### src/rtl/pll_lock_supervisor_pkg.sv
// rtl/pll_lock_supervisor_pkg.sv - shared types and helpers for the PLL lock supervisor
//
// Purpose: FSM state encoding and counter-sizing helpers used by
//          pll_lock_supervisor.
// Ports:   none (package).

package pll_lock_supervisor_pkg;

  typedef enum logic [2:0] {
    PLL_RESET = 3'd0,
    WAIT_LOCK = 3'd1,
    STABLE    = 3'd2,
    RELEASE   = 3'd3,
    RUN       = 3'd4
  } state_t;

  function automatic int max2(input int a, input int b);
    return (a > b) ? a : b;
  endfunction

  // One spare bit above what the largest terminal count needs, so a
  // counter compared against (N-1) can never wrap before it matches.
  function automatic int cnt_width(input int max_val);
    return $clog2(max_val) + 1;
  endfunction

endpackage

### src/rtl/pll_lock_sync.sv
// rtl/pll_lock_sync.sv - multi-flop synchronizer for a single asynchronous status bit
//
// Purpose: brings an asynchronous level (PLL LOCK or similar) into the clk
//          domain through SYNC_STAGES flops.
// Ports:
//   clk      in   sampling clock
//   rst_n    in   asynchronous active-low reset; all flops clear to 0
//   i_async  in   asynchronous input level
//   o_sync   out  synchronized level (output of the last flop)

module pll_lock_sync #(
  parameter int SYNC_STAGES = 2
) (
  input  logic clk,
  input  logic rst_n,
  input  logic i_async,
  output logic o_sync
);

  logic [SYNC_STAGES-1:0] r_sync;

  always_ff @(posedge clk or negedge rst_n) begin
    if (!rst_n) begin
      r_sync <= '0;
    end else begin
      r_sync <= {r_sync[SYNC_STAGES-2:0], i_async};
    end
  end

  assign o_sync = r_sync[SYNC_STAGES-1];

endmodule

### src/rtl/pll_lock_supervisor.sv
// rtl/pll_lock_supervisor.sv - video PLL lock supervisor with staged downstream reset release
//
// Purpose: watches PLL LOCK, pulses PLL RST when lock never arrives, holds
//          downstream resets until lock is stable, then releases them one
//          stage at a time; any lock loss after release re-asserts them all.
// Build option: PLL_RESET_CTRL_EN - when defined, the PLL_RESET state and the
//          lock timeout exist and pll_rst_o is driven; when undefined,
//          pll_rst_o is tied 0 and WAIT_LOCK waits indefinitely.
// Ports:
//   clk             in   25 MHz reference clock (only clock)
//   rst_n           in   asynchronous active-low reset
//   pll_locked_i    in   PLL LOCK, asynchronous to clk
//   pll_rst_o       out  PLL RST, active high
//   rst_n_o         out  NUM_STAGES active-low downstream resets, bit 0 first
//   ready_o         out  all stages released and PLL locked
//   unlock_count_o  out  lock losses seen after release, saturating at 255
//   state_o         out  current FSM state (debug)

import pll_lock_supervisor_pkg::*;

module pll_lock_supervisor #(
  parameter int LOCK_STABLE_CYCLES  = 1024,
  parameter int LOCK_TIMEOUT_CYCLES = 65536,
  parameter int PLL_RST_CYCLES      = 16,
  parameter int NUM_STAGES          = 3,
  parameter int STAGE_GAP_CYCLES    = 64,
  parameter int SYNC_STAGES         = 2
) (
  input  logic                  clk,
  input  logic                  rst_n,
  input  logic                  pll_locked_i,
  output logic                  pll_rst_o,
  output logic [NUM_STAGES-1:0] rst_n_o,
  output logic                  ready_o,
  output logic [7:0]            unlock_count_o,
  output logic [2:0]            state_o
);

  // A single counter serves every timed state; it is cleared on each
  // state change, so its width follows the largest terminal count.
  localparam int CNT_MAX = max2(max2(LOCK_STABLE_CYCLES, LOCK_TIMEOUT_CYCLES),
                                max2(PLL_RST_CYCLES, STAGE_GAP_CYCLES));
  localparam int CNT_W   = cnt_width(CNT_MAX);

  localparam logic [CNT_W-1:0] CNT_ONE     = CNT_W'(1);
  localparam logic [CNT_W-1:0] STABLE_LAST = CNT_W'(LOCK_STABLE_CYCLES - 1);
  localparam logic [CNT_W-1:0] GAP_LAST    = CNT_W'(STAGE_GAP_CYCLES - 1);
`ifdef PLL_RESET_CTRL_EN
  localparam logic [CNT_W-1:0] PRST_LAST   = CNT_W'(PLL_RST_CYCLES - 1);
  localparam logic [CNT_W-1:0] TMO_LAST    = CNT_W'(LOCK_TIMEOUT_CYCLES - 1);
  localparam state_t           RESET_STATE = PLL_RESET;
`else
  localparam state_t           RESET_STATE = WAIT_LOCK;
`endif

  state_t                r_state;
  state_t                w_state_nxt;
  logic [CNT_W-1:0]      r_cnt;
  logic [CNT_W-1:0]      w_cnt_nxt;
  logic [NUM_STAGES-1:0] r_rst_n;
  logic [NUM_STAGES-1:0] w_rst_n_nxt;
  logic [NUM_STAGES-1:0] w_rst_n_shift;
  logic                  r_ready;
  logic                  w_ready_nxt;
  logic [7:0]            r_unlock;
  logic [7:0]            w_unlock_nxt;
  logic                  w_lk;
`ifdef PLL_RESET_CTRL_EN
  logic                  r_pll_rst;
  logic                  w_pll_rst_nxt;
`endif

  pll_lock_sync #(
    .SYNC_STAGES (SYNC_STAGES)
  ) u_lock_sync (
    .clk     (clk),
    .rst_n   (rst_n),
    .i_async (pll_locked_i),
    .o_sync  (w_lk)
  );

  // Releasing the next stage is a shift of a 1 into the bottom of the
  // thermometer code, which keeps the order strictly bit 0 upward and
  // also covers NUM_STAGES == 1 without a zero-width slice.
  assign w_rst_n_shift = NUM_STAGES'({r_rst_n, 1'b1});

  always_ff @(posedge clk or negedge rst_n) begin
    if (!rst_n) begin
      r_state   <= RESET_STATE;
      r_cnt     <= '0;
      r_rst_n   <= '0;
      r_ready   <= 1'b0;
      r_unlock  <= '0;
`ifdef PLL_RESET_CTRL_EN
      r_pll_rst <= 1'b1;
`endif
    end else begin
      r_state   <= w_state_nxt;
      r_cnt     <= w_cnt_nxt;
      r_rst_n   <= w_rst_n_nxt;
      r_ready   <= w_ready_nxt;
      r_unlock  <= w_unlock_nxt;
`ifdef PLL_RESET_CTRL_EN
      r_pll_rst <= w_pll_rst_nxt;
`endif
    end
  end

  always_comb begin
    w_state_nxt   = r_state;
    w_cnt_nxt     = r_cnt;
    w_rst_n_nxt   = r_rst_n;
    w_ready_nxt   = r_ready;
    w_unlock_nxt  = r_unlock;
`ifdef PLL_RESET_CTRL_EN
    w_pll_rst_nxt = r_pll_rst;
`endif

    case (r_state)
`ifdef PLL_RESET_CTRL_EN
      PLL_RESET: begin
        w_pll_rst_nxt = 1'b1;
        if (r_cnt == PRST_LAST) begin
          w_state_nxt   = WAIT_LOCK;
          w_pll_rst_nxt = 1'b0;
          w_cnt_nxt     = '0;
        end else begin
          w_cnt_nxt = r_cnt + CNT_ONE;
        end
      end
`endif

      WAIT_LOCK: begin
        // Lock wins over the timeout when both happen on the same edge.
        if (w_lk) begin
          w_state_nxt = STABLE;
          w_cnt_nxt   = '0;
`ifdef PLL_RESET_CTRL_EN
        end else if (r_cnt == TMO_LAST) begin
          w_state_nxt   = PLL_RESET;
          w_pll_rst_nxt = 1'b1;
          w_cnt_nxt     = '0;
        end else begin
          w_cnt_nxt = r_cnt + CNT_ONE;
`endif
        end
      end

      STABLE: begin
        if (!w_lk) begin
          w_state_nxt = WAIT_LOCK;
          w_cnt_nxt   = '0;
        end else if (r_cnt == STABLE_LAST) begin
          w_cnt_nxt   = '0;
          w_rst_n_nxt = w_rst_n_shift;
          if (&w_rst_n_shift) begin
            w_state_nxt = RUN;
            w_ready_nxt = 1'b1;
          end else begin
            w_state_nxt = RELEASE;
          end
        end else begin
          w_cnt_nxt = r_cnt + CNT_ONE;
        end
      end

      RELEASE, RUN: begin
        if (!w_lk) begin
          // Re-lock is attempted without touching the PLL; if it never
          // comes back, the WAIT_LOCK timeout takes over.
          w_state_nxt  = WAIT_LOCK;
          w_cnt_nxt    = '0;
          w_rst_n_nxt  = '0;
          w_ready_nxt  = 1'b0;
          w_unlock_nxt = (r_unlock == 8'hFF) ? r_unlock : (r_unlock + 8'd1);
        end else if (r_state == RELEASE) begin
          if (r_cnt == GAP_LAST) begin
            w_cnt_nxt   = '0;
            w_rst_n_nxt = w_rst_n_shift;
            if (&w_rst_n_shift) begin
              w_state_nxt = RUN;
              w_ready_nxt = 1'b1;
            end
          end else begin
            w_cnt_nxt = r_cnt + CNT_ONE;
          end
        end
      end

      default: begin
        w_state_nxt = RESET_STATE;
        w_cnt_nxt   = '0;
        w_rst_n_nxt = '0;
        w_ready_nxt = 1'b0;
      end
    endcase
  end

`ifdef PLL_RESET_CTRL_EN
  assign pll_rst_o = r_pll_rst;
`else
  assign pll_rst_o = 1'b0;
`endif
  assign rst_n_o        = r_rst_n;
  assign ready_o        = r_ready;
  assign unlock_count_o = r_unlock;
  assign state_o        = r_state;

endmodule

### config.mk
export PLATFORM = sky130hd
export DESIGN_NAME = pll_lock_supervisor
export DESIGN_NICKNAME = d
export VERILOG_FILES = /design/src/rtl/pll_lock_supervisor_pkg.sv /design/src/rtl/pll_lock_sync.sv /design/src/rtl/pll_lock_supervisor.sv
export SDC_FILE = /design/constraint.sdc
export NUM_CORES = 1
export LEC_CHECK = 0
export ABC_AREA = 1
export ABC_CLOCK_PERIOD_IN_PS = 2100
export BUFFER_PORTS_ARGS = -buffer_cell sky130_fd_sc_hd__buf_2
export CAP_MARGIN = 20
export CORE_MARGIN = 4
export CORE_UTILIZATION = 59
export CTS_CLUSTER_DIAMETER = 150
export DETAILED_ROUTE_END_ITERATION = 10
export MAX_ROUTING_LAYER = met4
export PLACE_DENSITY = 0.79
export SYNTH_ARGS = -nofsm -noshare
export SYNTH_HDL_FRONTEND = slang
export SYNTH_SLANG_ARGS = --single-unit
### constraint.sdc
create_clock -name clk -period 2.1 [get_ports clk]
set_input_delay 0.21 -clock clk [delete_from_list [all_inputs] [get_ports clk]]
set_output_delay 0.21 -clock clk [all_outputs]
set_load 0.05 [all_outputs]
Word-level counts from Yosys, hierarchy flattened
Cells that the tools add are included.
{"block": "totals", "regBits": 34, "mem_bits_rw": 0, "input_bits": 3, "output_inout_bits": 16, "wordCells": 60, "mem_count": 0, "latchBits": 0, "mem_bits_ro": 0}
{"block": "op_classes", "shift": 0, "magnitude_cmp": 0, "div": 0, "n_reduce_logical": 6, "n_mux": 29, "n_eq_ne": 14, "multipliers": 0, "n_addsub": 2, "n_bitwise": 3}
{"cell": "two-way mux 17 bit", "n": 6}
{"cell": "one-hot mux 17 bit (3 select lines)", "n": 1}
{"cell": "two-way mux 3 bit", "n": 13}
{"cell": "one-hot mux 3 bit (3 select lines)", "n": 2}
{"cell": "adder 17 x 1 -> 17 bit (second input constant)", "n": 1}
{"cell": "equality test 17 x 10 -> 1 bit (second input constant)", "n": 1}
{"cell": "equality test 17 x 6 -> 1 bit (second input constant)", "n": 1}
{"cell": "!= test 3 bit (second input constant)", "n": 4}
{"cell": "AND reduction 5 bit", "n": 2}
{"cell": "adder 8 x 1 -> 8 bit (second input constant)", "n": 1}
{"cell": "equality test 8 bit (second input constant)", "n": 1}
{"cell": "equality test 3 x 2 -> 1 bit (second input constant)", "n": 2}
{"cell": "two-way mux 1 bit", "n": 6}
{"cell": "!= test 2 x 1 -> 1 bit (second input constant)", "n": 2}
{"cell": "AND reduction 2 bit", "n": 2}
{"cell": "equality test 3 x 1 -> 1 bit (second input constant)", "n": 1}
{"cell": "equality test 3 bit (second input constant)", "n": 1}
{"cell": "NOT 1 bit", "n": 3}
{"cell": "one-hot mux 1 bit (3 select lines)", "n": 1}
{"cell": "AND reduction 3 bit", "n": 1}
{"cell": "!= test 2 bit (second input constant)", "n": 1}
{"cell": "OR reduction 2 bit", "n": 1}

Depth between registers and ports, before layout
Gate-level depths: netlist (run 1).
{"block": "logic_depth", "word_depth": 6, "mapped_depth": 10, "mapped_depth_nobuf": 10}

By module
A second synthesis (run 1) with hierarchy kept.
{"block": "hier_totals", "cells_unflattened": 299, "area_unflattened_um2": 2190.9}
{"module": "pll_lock_supervisor", "area_each_um2": 2140.8, "cells_per_inst": 297, "instances": 1}
{"module": "pll_lock_sync", "area_each_um2": 50.0, "cells_per_inst": 2, "instances": 1}

Worst setup path after synthesis (run 1)
OpenSTA, ideal clock, no wires.
{"block": "synth_path", "path_kind": "reg2reg", "from": "register r_state[2] (netlist: state_o[2])", "to": "register r_rst_n[0] (netlist: rst_n_o[0])", "slack_ns": 0.382, "required_ns": 1.982, "period_less_slack_ns": 1.718, "setup_ns": 0.118, "path_stages_with_launch": 11, "t_arrival_ns": 1.599, "cell_sequence": "dfrtp_1 -> inv_1 -> nand3_1 -> nand2_2 -> nand2_2 -> inv_2 -> nand2_2 -> buf_6 -> nand3_2 -> nand2_1 -> nand2_1"}
{"block": "synth_between", "elab_chain_cells": 4, "word_cells_on_any_way": 12}
{"element": "start: declaration", "line": "pll_lock_supervisor.sv:56", "text": "state_t r_state;"}
{"element": "start signal: assignment", "line": "pll_lock_supervisor.sv:98", "text": "r_state <= w_state_nxt;"}
{"element": "equality test 3 x 2 -> 1 bit or equality test 3 bit (tied branches)", "line": "pll_lock_supervisor.sv:119, pll_lock_supervisor.sv:176"}
{"element": "OR reduction 2 bit", "line": "pll_lock_supervisor.sv:119", "text": "case (r_state)"}
{"element": "!= test 3 bit (no line)"}
{"element": "AND reduction 5 bit (no line)"}
{"element": "end signal: assignment", "line": "pll_lock_supervisor.sv:100", "text": "r_rst_n <= w_rst_n_nxt;"}
{"element": "end: declaration", "line": "pll_lock_supervisor.sv:60", "text": "logic [NUM_STAGES-1:0] r_rst_n;"}
Parallel ways exist; a longest one is shown, timed or not.
A chain may end at the register's enable or synchronous reset.

Final worst setup path (run 1)
{"block": "layout_path", "from": "register r_cnt[0]", "to": "register r_cnt[4]"}
{"block": "layout_between", "elab_chain_cells": 5, "word_cells_on_any_way": 9}
{"element": "start: declaration", "line": "pll_lock_supervisor.sv:58", "text": "logic [CNT_W-1:0] r_cnt;"}
{"element": "start signal: assignment", "line": "pll_lock_supervisor.sv:99", "text": "r_cnt <= w_cnt_nxt;"}
{"element": "adder 17 x 1 -> 17 bit or equality test 17 x 6 -> 1 bit (tied branches)", "line": "pll_lock_supervisor.sv:163, pll_lock_supervisor.sv:185, pll_lock_supervisor.sv:177"}
{"element": "two-way mux 17 bit", "line": "pll_lock_supervisor.sv:177", "text": "if (r_cnt == GAP_LAST) begin"}
{"element": "two-way mux 17 bit", "line": "pll_lock_supervisor.sv:176", "text": "end else if (r_state == RELEASE) begin"}
{"element": "two-way mux 17 bit", "line": "pll_lock_supervisor.sv:168", "text": "if (!w_lk) begin"}
{"element": "one-hot mux 17 bit (3 select lines) *", "line": "pll_lock_supervisor.sv:119"}
Mark *: on every way between the ends. The rest lies on a longest branch, timed or not. The select of a mux whose other input is x is not followed.

==> results of run 1 <==
==> area by class of cell <==
class                      count  area, sq um  area share
clock buffer                   6         82.6      0.0342
clock inverter                 2         12.5     0.00518
inverter                      40          150      0.0621
multi-input combinational    238         1170       0.483
sequential                    34          852       0.353
tap                           46         57.6      0.0238
timing repair buffer          18         95.1      0.0394
==> sequential cells by signal, indices dropped and copies added (netlist names) <==
| register | flops |
|---|---|
| u_lock_sync.r_sync | 2 |
| state_o | 3 |
| rst_n_o | 3 |
| r_cnt | 17 |
| ready_o | 1 |
| unlock_count_o | 8 |
==> synthesized netlist by cell type (all sizes together) <==
library cell	instances	area share
nand2	125	0.22
inv	40	0.068
nor2	39	0.077
dfrtp	33	0.38
nand3	27	0.083
nand4	14	0.040
xor2	8	0.032
o21ai	5	0.011
a21oi	4	0.0091
nor3	4	0.0091
xnor2	4	0.016
buf	3	0.014
a21boi	2	0.0068
and2	2	0.0057
ha	2	0.011
conb	1	0.0017
dfstp	1	0.012
or2	1	0.0028
==> cells in the final DEF, fill, tap and decap left out, drive strengths merged <==
master	synthesis	layout
nand3	27	27
inv	40	40
nor2	39	39
conb	1	1
o21ai	5	5
buf	3	17
clkbuf	0	6
clkinvlp	0	1
xor2	8	8
nand4	14	14
dfrtp	33	33
clkinv	0	1
nor3	4	4
and2	2	2
xnor2	4	4
or2	1	1
dfstp	1	1
nand2	125	125
ha	2	2
a21oi	4	4
dlygate4sd3	0	1
a21boi	2	2
==> worst max-delay path by stage <==
stage / start / end / slack (ns)
after floorplan: state_o[2]$_DFFE_PN0P_ / rst_n_o[0]$_DFFE_PN0P_ / 0.38
after global placement: r_cnt[0]$_DFFE_PN0P_ / r_cnt[4]$_DFFE_PN0P_ / 0.40
after detailed placement: r_cnt[1]$_DFFE_PN0P_ / r_cnt[4]$_DFFE_PN0P_ / 0.39
after CTS: r_cnt[0]$_DFFE_PN0P_ / r_cnt[4]$_DFFE_PN0P_ / 0.37
after global routing: r_cnt[0]$_DFFE_PN0P_ / r_cnt[4]$_DFFE_PN0P_ / 0.23
final: r_cnt[0]$_DFFE_PN0P_ / r_cnt[4]$_DFFE_PN0P_ / 0.38
==> power by group through the flow <==
stage	clock, uW	sequential [uW]	combinational, uW
6_report	509	835	1010
5_1_grt	555	852	1130
4_1_cts	518	835	1020
3_5_place_dp	0	844	1010
3_3_place_gp	0	843	997
2_1_floorplan	0	1070	577
==> worst register-to-register path: cells and delay by family (launching register included) <==
kind	cells	cell delay (ns)
adders and majority gates	1	0.23
and+or+nand+nor	6	0.84
DFF	1	0.40
buffers and inverters	1	0.14
==> through the flow <==
step                power [uW]  instances  hold slack (ns)  utilization
floorplan                 1650        315          -0.0856            -
global placement          1840        375            0.318        0.666
detailed placement        1860        375            0.318        0.666
CTS                       2370        384           0.0234        0.697
global route              2530        384           0.0108        0.697
finish                    2360        384           0.0301        0.697
==> logic make-up after synthesis <==
family | Yosys count | synth area share
other | 1 | 0.00171
flip-flops | 34 | 0.388
AND/OR/NAND/NOR | 212 | 0.442
AO/OA/AOI/OAI | 11 | 0.0273
buffers and inverters | 43 | 0.0820
adder cells (fa/ha/maj) | 2 | 0.0114
XOR/XNOR | 12 | 0.0478
==> metal layers <==
metal / routed length (um) / vias up / share of wire / global-route usage
li1: - / 1030 / - / -
met1: 2070 / 868 / 0.45 / 0.274
met2: 2210 / 50 / 0.49 / 0.343
met3: 207 / 6 / 0.045 / 0.0494
met4: 67 / 0 / 0.015 / 0.0672
met5: 0 / - / 0 / -
==> reports/metrics.cfg, run 1 <==
[cts]
clockRootBuffer=clkbuf_8
post_cts_buffers=0
clkTransAtPathRegs_ns=0.07
cts_resized=0
cts-htree-levels=2
ctsLongestPathBuffers=2
cts_hold_buf=1
clkSinkCount=34
numCtsBuffers=5
cts_tree=built
clock_latency_ns=0.29

[detailed_routing]
vias_per_cell=5.09
vias=1954
first_pass_iters=4
routed_wl_um=4550
drc=0
wire_per_inst_um=11.8
antenna_left=0
drt-initial-drc-count=144

[global_routing]
grt_util_all_layers=0.216
grt_max_degree=35
gr-total-overflow=0
grt_pass1_wl_um=8240
grt_antenna_before_repair=0
grt_pass1_vias=1871

[power_and_ir_drop]
p_sw_uw=1100
p_seq_frac=0.354
ir_worst_vdd_v=0.000708
p_comb_frac=0.430
p_leak_uw=0.00132
power_density_nw_per_um2=976
internal-power_uw=1260
netSwitchingFraction=0.465
clockPowerShare=0.216

[placed_design]
io_buffers=17
placed_cell_area_sq_um=2310
gp_congestion=0.904
dp_hpwl_um=3340
dp_slack_ns=0.390

[floorplanning]
die_x_um=69.0
rows=21
die-area_sq_um=4770
initial_core_util=0.634
pin_count=19
core_area_sq_um=3470
die_y_um=69.0

[synthesis]
syn_inst=315
syn-cell-area_sq_um=2200
yosysSeqAreaShare=0.388
yosysWarnings=0
syn-mean-instance-area_sq_um=6.98
yosysUniqueCellTypes=26
synth_nets=320
ys_ff_latch=34

[cells_and_area]
n_fill_cell=327
areaGrowthSynthToFinish_pct=9.90
n_antenna_cell=0
drive_above_1_share=0.148
final_area_sq_um=2420
finalNetCount=342

[timing]
slew_headroom=0.507
hold_violations=0
finalSetupViolations=0
fin_crit_sh=0.821
clock.fmax_mhz=580
fin_ws_ns=0.376
slew_viol_final=0
rsz0062_at_grt=no
setup_tns_ns=0
clock_skew_ns=0.00799
period_needed_ns=1.72
worstMarginPinSlew_ns=0.739

[min_path]
holdPathStages=1
hp-class=input pin to flop
holdPathEnd=u_lock_sync.r_sync[0]$_DFF_PN0_
hp-start=pll_locked_i

[critical_path]
critPathKind=flop to flop
end_kind=flop
rr_startpoint=r_cnt[0]$_DFFE_PN0P_
crit_buf_inv=1
r2r-end=r_cnt[4]$_DFFE_PN0P_
crit_required_ns=2.27
crit_family=simple AND/OR/NAND/NOR gates
rrSetupSlack_ns=0.38
cpPeakStageDelay_ns=0.40
path_max_fanout=11
path_depth=8
path_cells=ha_1 -> nand3_2 -> nor2_4 -> nand3_1 -> nand2_2 -> nand3_4 -> inv_1 -> nor2_1
crit_slowest_cell=dfrtp_1
r2r_cells=8
crit_arrival_ns=1.90
start_kind=flop

[job]
drv_cap=0

[status]
status=finished clean

Power figures use the tool's default switching activity.
==> run 2: changes to the inputs <==
ABC_CLOCK_PERIOD_IN_PS = 1500   (was 2100)
CORE_UTILIZATION = 54   (was 59)
PLACE_DENSITY = 0.76   (was 0.79)
clock period = 1.5 ns   (was 2.1 ns; I/O delays follow)
==> run 2 against run 1 <==
Against the previous run:
- the flow now finishes with violations (negative setup slack)
- clock power up 73%
- clock skew up 0.0050 ns
- clock-buffer cell count up 1
- global-route usage up 3.2 points
- cell count up 10%
- via count up 15%
- register-to-register slack worse by 0.44 ns
- combinational power up 100%
- sequential power up 43%
- largest power group unchanged
- highest routed layer unchanged
==> reports/metrics.cfg, run 2 (synthesis gave the netlist of run 1 again) <==
[power_and_ir_drop]
power_density_nw_per_um2=1370  ; +40%
p_leak_uw=0.00155  ; +17%
p_total_uw=4130  ; +75%
ir_worst_vdd_v=0.00102  ; +44%

[timing]
slew_viol_final=0  ; unchanged
clock.fmax_mhz=640  ; +10%
hold_violations=0  ; unchanged
finalSetupViolations=23  ; +23
fin_crit_sh=1.04  ; +0.221
rsz0062_at_grt=yes
period_needed_ns=1.56  ; -0.161 ns
fin_ws_ns=-0.0634  ; -0.439 ns
clock_skew_ns=0.0130  ; +0.00502 ns
setup_tns_ns=-0.840  ; -0.840 ns

[cts]
ctsLongestPathBuffers=2  ; unchanged
cts_tree=built
clkTransAtPathRegs_ns=0.08  ; about the same
numCtsBuffers=5  ; unchanged
clockRootBuffer=clkbuf_8
cts-htree-levels=2  ; unchanged
clock_latency_ns=0.30  ; about the same
clkSinkCount=34  ; unchanged

[detailed_routing]
vias_per_cell=5.29  ; +4.0%
antenna_left=0  ; unchanged
wire_per_inst_um=14.0  ; +18%
routed_wl_um=5910  ; +30%
first_pass_iters=4  ; unchanged
vias=2238  ; +15%
drt-initial-drc-count=190  ; +32%
drc=0  ; unchanged

[cells_and_area]
final_common_cell=nand2_1
finalNetCount=379  ; +11%
regMostFlops=r_cnt
layout_common_cells=103 x nand2_1, 29 x nor2_1, 26 x inv_1, 25 x buf_4, 25 x dfrtp_1
areaGrowthSynthToFinish_pct=37.6
drive_above_1_share=0.363  ; +0.215
n_antenna_cell=0  ; unchanged
largest_reg_flops=17  ; unchanged

[status]
status=complete, but fails checks
violations=negative setup slack

[placed_design]
io_buffers=17  ; unchanged
dp_hpwl_um=3980  ; +19%
gp_congestion=0.911  ; +0.76%
dp_slack_ns=-0.0674  ; -0.458 ns

[floorplanning]
rows=22  ; +4.8%
pin_count=19  ; unchanged
initial_core_util=0.579  ; -0.0551
die_x_um=71.8  ; +4.0%
die-area_sq_um=5160  ; +8.2%
core_area_sq_um=3800  ; +9.5%
die_y_um=71.8  ; +4.0%

[critical_path]
critPathKind=flop to flop
rrSetupSlack_ns=-0.06  ; -0.44 ns
rr_startpoint=r_cnt[1]$_DFFE_PN0P_
r2r-end=r_cnt[2]$_DFFE_PN0P_
start_kind=flop
end_kind=flop
path_max_fanout=7  ; -4
r2r_cells=8  ; unchanged
crit_arrival_ns=1.74  ; -0.16 ns
crit_required_ns=1.68  ; -0.59 ns

[min_path]
hp-class=input pin to asynchronous set/reset pin

[global_routing]
grt_pass1_vias=2156  ; +15%
grt_pass1_wl_um=9690  ; +18%
grt_max_degree=19  ; -46%
gr-total-overflow=0  ; unchanged
grt_antenna_before_repair=0  ; unchanged
grt_util_all_layers=0.247  ; +0.0316

[job]
drv_cap=0  ; unchanged

## run 2: cell types whose count changed in the layout (fill, tap and decap cells not counted), moves of 5 or more
cell and delta:
buf_4 +25, buf_6 +9, dfrtp_1 -8, dfrtp_2 +8, inv_1 -7, nand2_1 -16, nand2_2 +11, nand3_1 -7
nand3_4 +6, nor2_1 -7, nor2_2 +5
## run 2: timing repair
action / CTS / global route
buffers inserted: 2 / 1
cloned: 0 / 0
pin swaps: 11 / 19
resized for setup: 32 / 31
setup endpoints to repair: 30 / 32
hold endpoints to repair: 18 / 0
hold buffers: 2 / 0
## run 2: critical path, stage by stage, from the launching register on
cell	delay (ns)
dfrtp_1	0.37
ha_2	0.21
nand3_2	0.11
nor2_4	0.17
nand3_2	0.13
nand2_4	0.12
nand3_4	0.17
inv_4	0.12
nor2_1	0.04
## run 2: per-stage QoR
step	instance area (sq um)	cells	utilization	hold WS [ns]
floorplan	2250	315	-	-0.146
global placement	2650	411	0.698	0.112
detailed placement	2650	411	0.698	0.114
CTS	2920	422	0.768	0.340
global route	3020	423	0.796	0.364
finish	3020	423	0.796	0.335
## run 2: how the worst max path moves through the flow
stage	startpoint	slack (ns)	end	cells after the start
3_5_place_dp	r_cnt[0]$_DFFE_PN0P_	-0.07	r_cnt[1]$_DFFE_PN0P_	9
2_1_floorplan	state_o[0]$_DFFE_PN1P_	-0.06	state_o[1]$_DFFE_PN0P_	10
5_1_grt	r_cnt[1]$_DFFE_PN0P_	-0.14	r_cnt[16]$_DFFE_PN0P_	9
6_report	r_cnt[1]$_DFFE_PN0P_	-0.06	r_cnt[2]$_DFFE_PN0P_	8
4_1_cts	r_cnt[0]$_DFFE_PN0P_	-0.04	ready_o$_DFFE_PN0P_	9
3_3_place_gp	r_cnt[0]$_DFFE_PN0P_	-0.04	r_cnt[0]$_DFFE_PN0P_	9
## run 2: cell type report
cell class | instances | area (sq um)
clock buffer | 7 | 86.3
clock inverter | 1 | 30.0
fill | 254 | 774
inverter | 40 | 160
multi-input combinational | 238 | 1390
sequential | 34 | 866
tap | 48 | 60.1
timing repair buffer | 55 | 434
## run 2: power by group
part | total [uW] | switching (uW) | internal, uW
clock network | 882 | 341 | 542
logic | 2060 | 1340 | 716
registers | 1190 | 136 | 1060
## run 2: per-layer routing
layer  up-vias  global-route usage  wire length (um)
met5         -                   -                 0
met2        75               0.398              2970
met3        18              0.0435               305
li1       1101                   -                 -
met1      1044               0.300              2460
met4         0               0.117               167
